===== config.mk =====
export PLATFORM = sky130hd
export DESIGN_NAME = apb2axi_req_fifo
export DESIGN_NICKNAME = d
export VERILOG_FILES = /design/src/rtl/apb2axi_req_fifo.sv
export SDC_FILE = /design/constraint.sdc
export NUM_CORES = 1
export LEC_CHECK = 0
export CAP_MARGIN = 40
export CORE_ASPECT_RATIO = 1.2
export CORE_MARGIN = 2
export CORE_UTILIZATION = 60
export CTS_CLUSTER_DIAMETER = 100
export DETAILED_ROUTE_END_ITERATION = 12
export PLACE_DENSITY = 0.81
export SYNTH_ARGS = -nofsm -noshare
export SYNTH_HDL_FRONTEND = slang
export SYNTH_SLANG_ARGS = --single-unit

===== constraint.sdc =====
create_clock -name aclk -period 22.4 [get_ports aclk]
set_clock_uncertainty 0.05 [all_clocks]
set_input_delay 4.48 -clock aclk [delete_from_list [all_inputs] [get_ports aclk]]
set_output_delay 4.48 -clock aclk [all_outputs]
set_load 0.01 [all_outputs]

===== src/rtl/apb2axi_req_fifo.sv =====
// Request FIFO between the APB transaction manager and an AXI channel master.
// First-word-fall-through register FIFO with wrap-bit pointers, a registered
// full/empty view (no combinational ready paths) and sticky misuse flags.
module apb2axi_req_fifo #(
  parameter int REQ_WIDTH    = 64,
  parameter int FIFO_ENTRY_W = REQ_WIDTH,
  parameter int DEPTH        = 8,
  parameter int AF_THRESH    = DEPTH - 1
) (
  input  logic                         aclk,
  input  logic                         aresetn,
  input  logic                         push_valid,
  output logic                         push_ready,
  input  logic [FIFO_ENTRY_W-1:0]      push_data,
  output logic                         pop_valid,
  input  logic                         pop_ready,
  output logic [FIFO_ENTRY_W-1:0]      pop_data,
  output logic [$clog2(DEPTH+1)-1:0]   count,
  output logic                         almost_full,
  output logic                         err_overflow,
  output logic                         err_underflow
);

  localparam int AW = $clog2(DEPTH);
  localparam int PW = AW + 1;
  localparam int CW = $clog2(DEPTH + 1);

  logic [FIFO_ENTRY_W-1:0] mem [DEPTH];
  logic [PW-1:0]           wr_ptr, rd_ptr;
  logic [PW-1:0]           ptr_diff;
  logic                    empty, full;
  logic                    push_acc, pop_acc;

  // Status comes only from the pointer registers, so push_ready never
  // depends on pop_ready: a full FIFO refuses a push even when popped.
  assign empty      = (wr_ptr == rd_ptr);
  assign full       = (wr_ptr[AW-1:0] == rd_ptr[AW-1:0]) && (wr_ptr[AW] != rd_ptr[AW]);
  assign push_ready = !full;
  assign pop_valid  = !empty;
  assign push_acc   = push_valid && !full;
  assign pop_acc    = pop_ready && !empty;

  assign pop_data    = mem[rd_ptr[AW-1:0]];
  assign ptr_diff    = wr_ptr - rd_ptr;
  assign count       = ptr_diff[CW-1:0];
  assign almost_full = (int'(count) >= AF_THRESH);

  // Storage write; the array is intentionally left unreset.
  always_ff @(posedge aclk) begin
    if (push_acc) mem[wr_ptr[AW-1:0]] <= push_data;
  end

  // Pointer advance; the wrap bit rolls naturally modulo 2*DEPTH.
  always_ff @(posedge aclk or negedge aresetn) begin
    if (!aresetn) begin
      wr_ptr <= '0;
      rd_ptr <= '0;
    end else begin
      if (push_acc) wr_ptr <= wr_ptr + PW'(1);
      if (pop_acc)  rd_ptr <= rd_ptr + PW'(1);
    end
  end

  // Sticky error flags: refused push and pop of an empty FIFO.
  always_ff @(posedge aclk or negedge aresetn) begin
    if (!aresetn) begin
      err_overflow  <= 1'b0;
      err_underflow <= 1'b0;
    end else begin
      if (push_valid && full) err_overflow  <= 1'b1;
      if (pop_ready && empty) err_underflow <= 1'b1;
    end
  end

endmodule


==> metrics <==
reg2reg start=rd_ptr[0]$_DFFE_PN0P_; placed insts=1475; DRC=0; Worst Path Arrival=between 3 and 4 ns; Cell Area, Synth=about 0.02 mm2; Critical Path End=almost_full; routed vias=approximately 9400; Starting DRT DRC Count=865; area of the die=about 0.035 mm2; Reg2Reg Setup Slack=~18 ns; Slew @ Worst Pin=between 0.8 and 0.9 ns; drt first pass iters=5; hold buffers post-CTS=0; HPWL Detailed=roughly 21000 um; #FFs+latches synth=about 520; drt total wl=between 30000 and 40000 um; Reg2Reg Depth=8; Fin Setup TNS=0 ns; total grt overflow=0; period utilisation layout=roughly 37%; CTS tree=done; WL/cell=24.81 um; Max transition margin=about two fifths; MaxCap Viol Count=0; FMAX=between 100 and 150 MHz; clk slew on worst S/H paths=about 0.06 ns; Synth-to-Final Area Change=17.69%; Required @ worst endpoint=17.87 ns; Setup crit start kind=register; Post-Syn Area per Cell=21.08 um2; Synth Instances=943; crit-path max FO=38; RSZ-0062 raised after global routing=false; Static Leak=roughly 7.7 nW; final antenna-violating net count=0; port bufs=140; largest net degree at the start of global routing=60; vias per cell=about 6; clk_lat worst skew=~0.55 ns; share of layout cells above drive strength 1=19.93%; DIE WIDTH=roughly 170 um; H-tree depth=2; Layout Nets=between 1000 and 1500; GRT Overall Usage=a little under a quarter; post_cts resized=0; fin. max-slew vios=0; reg-to-reg endpoint=mem[0][26]$_DFFE_PP_; clock root cell=clkbuf_16; PD cells=about 130 mW/mm2; initial antenna violation count=4; core area=between 0.03 and 0.04 mm2; Total Power=roughly 3.2 mW; Setup crit end kind=output port; vias in the first global route=9800; status=finished clean; critical path launch point=rd_ptr[0]$_DFFE_PN0P_; GPL Wtd Cong=~0.77; Max Buffers Root-to-Sink=3; Ports=about 140; CTS sink cnt=~520; maximum vdd drop=0.1044 mV; Num CTS Buffers=47; initial core utilization=between 60% and 70%; YS warnings=0; endpoints failing setup=0; first-pass GRT wire length=58310 um; worst hold-check path type=reg2reg; Post-Syn Nets=roughly 1000; final core utilization=a little under three quarters; minimum clock period after layout=between 8 and 9 ns; Fin. Hold Viols=0; sequential share of the synthesized area=78.59%; die extent in y=a little over 200 um; Worst Hold Slack=~0.42 ns; Std-Cell Rows=between 70 and 80; Yosys cell types=27; setup repair bufs after CTS=0; WS Path Type=reg2out; Non-Filler Instances=between 1500 and 2000
==> state kept, by name, indices dropped and copies added, names as in the netlist <==
signal and flops:
err_overflow 1, err_underflow 1, mem 512, rd_ptr 4, wr_ptr 4
==> worst max-delay path, stage by stage, from the launching register on <==
cell and delay, ns:
dfrtp_4 0.84, buf_4 0.45, buf_16 0.30, ha_1 0.23
inv_1 0.06, fa_1 0.38, xor2_1 0.21, nand3_1 0.09
o21ai_0 0.07, clkdlybuf4s50_1 0.56
==> power breakdown <==
group / internal (mW) / switching (mW)
logic: 0.545 / 0.543
registers: 1.24 / 0.0688
clock network: 0.430 / 0.326
==> final cells by class <==
type	instances	area, um2
Antenna cell	3	7.507
Clock buffer	59	1264
Clock inverter	22	167.7
Fill cell	1935	9482
Inverter	5	18.77
Multi-Input combinational cell	369	4016
Sequential cell	522	15630
Tap cell	412	515.5
Timing Repair Buffer	167	1777
==> worst min-delay path by stage <==
stage	from	to	slack [ns]	cells past startpoint
finish	err_underflow$_DFFE_PN0P_	err_underflow$_DFFE_PN0P_	0.42	1
global placement	err_underflow$_DFFE_PN0P_	err_underflow$_DFFE_PN0P_	0.40	1
detailed placement	err_underflow$_DFFE_PN0P_	err_underflow$_DFFE_PN0P_	0.41	1
global route	err_underflow$_DFFE_PN0P_	err_underflow$_DFFE_PN0P_	0.43	1
CTS	err_underflow$_DFFE_PN0P_	err_underflow$_DFFE_PN0P_	0.42	1
floorplan	rd_ptr[3]$_DFFE_PN0P_	rd_ptr[3]$_DFFE_PN0P_	0.45	1
==> cell usage in the layout, fill, tap and decap left out, types with 4 or more instances in the layout <==
master | synthesis | routed
clkinv_2 | 0 | 5
mux4_2 | 128 | 128
nor3_2 | 0 | 4
xor2_1 | 4 | 4
inv_1 | 5 | 4
buf_4 | 0 | 18
clkbuf_16 | 0 | 49
buf_16 | 0 | 8
edfxtp_1 | 512 | 512
dfrtp_1 | 10 | 7
ha_1 | 5 | 5
clkbuf_1 | 22 | 10
clkdlybuf4s50_1 | 0 | 140
xnor2_1 | 5 | 5
nand2_1 | 196 | 196
clkinv_1 | 0 | 14
==> synthesized netlist by cell type <==
cell type / count / share of area [%]
nand3b_1: 1 / 0.038
a31o_2: 2 / 0.088
and3_1: 2 / 0.063
dfrtp_1: 10 / 1.3
o211ai_1: 3 / 0.11
a21oi_1: 4 / 0.10
ha_1: 5 / 0.31
mux4_2: 128 / 14
mux2_2: 2 / 0.11
buf_1: 1 / 0.019
buf_2: 13 / 0.33
nand2b_1: 1 / 0.031
fa_1: 1 / 0.10
buf_6: 11 / 0.62
nand3_1: 2 / 0.050
nor2_1: 3 / 0.057
xnor2_1: 5 / 0.22
nand4_1: 2 / 0.063
nand2_1: 196 / 3.7
edfxtp_1: 512 / 77
o21ai_0: 2 / 0.050
xor2_1: 4 / 0.18
nor4_1: 1 / 0.031
o21ai_1: 1 / 0.025
nor3_1: 4 / 0.10
inv_1: 5 / 0.094
clkbuf_1: 22 / 0.42
==> stage by stage <==
step,cell area (um2),setup slack (ns)
6_report,23400,14.04
3_5_place_dp,21960,14.52
4_1_cts,23390,13.92
3_3_place_gp,21720,13.71
5_1_grt,23400,13.75
2_1_floorplan,19880,10.98
==> cells by family after synthesis <==
kind of cell,share of synthesized area (%)
AO/OA/AOI/OAI,0.3776
XOR/XNOR,0.3964
adder cells (fa/ha/maj),0.4153
buffers and inverters,1.479
flip-flops,78.59
multiplexers,14.61
AND/OR/NAND/NOR,4.134
==> routing by layer <==
| layer | vias up | part of all wire, % | track usage [%] |
|---|---|---|---|
| met5 | - | 0.034 | 0 |
| met4 | 2 | 2.1 | 7.387 |
| met3 | 64 | 6.2 | 4.075 |
| met2 | 329 | 53 | 39.42 |
| met1 | 4853 | 39 | 30.20 |
| li1 | 4116 | - | - |
No activity file was read; power rests on OpenSTA's default activity.
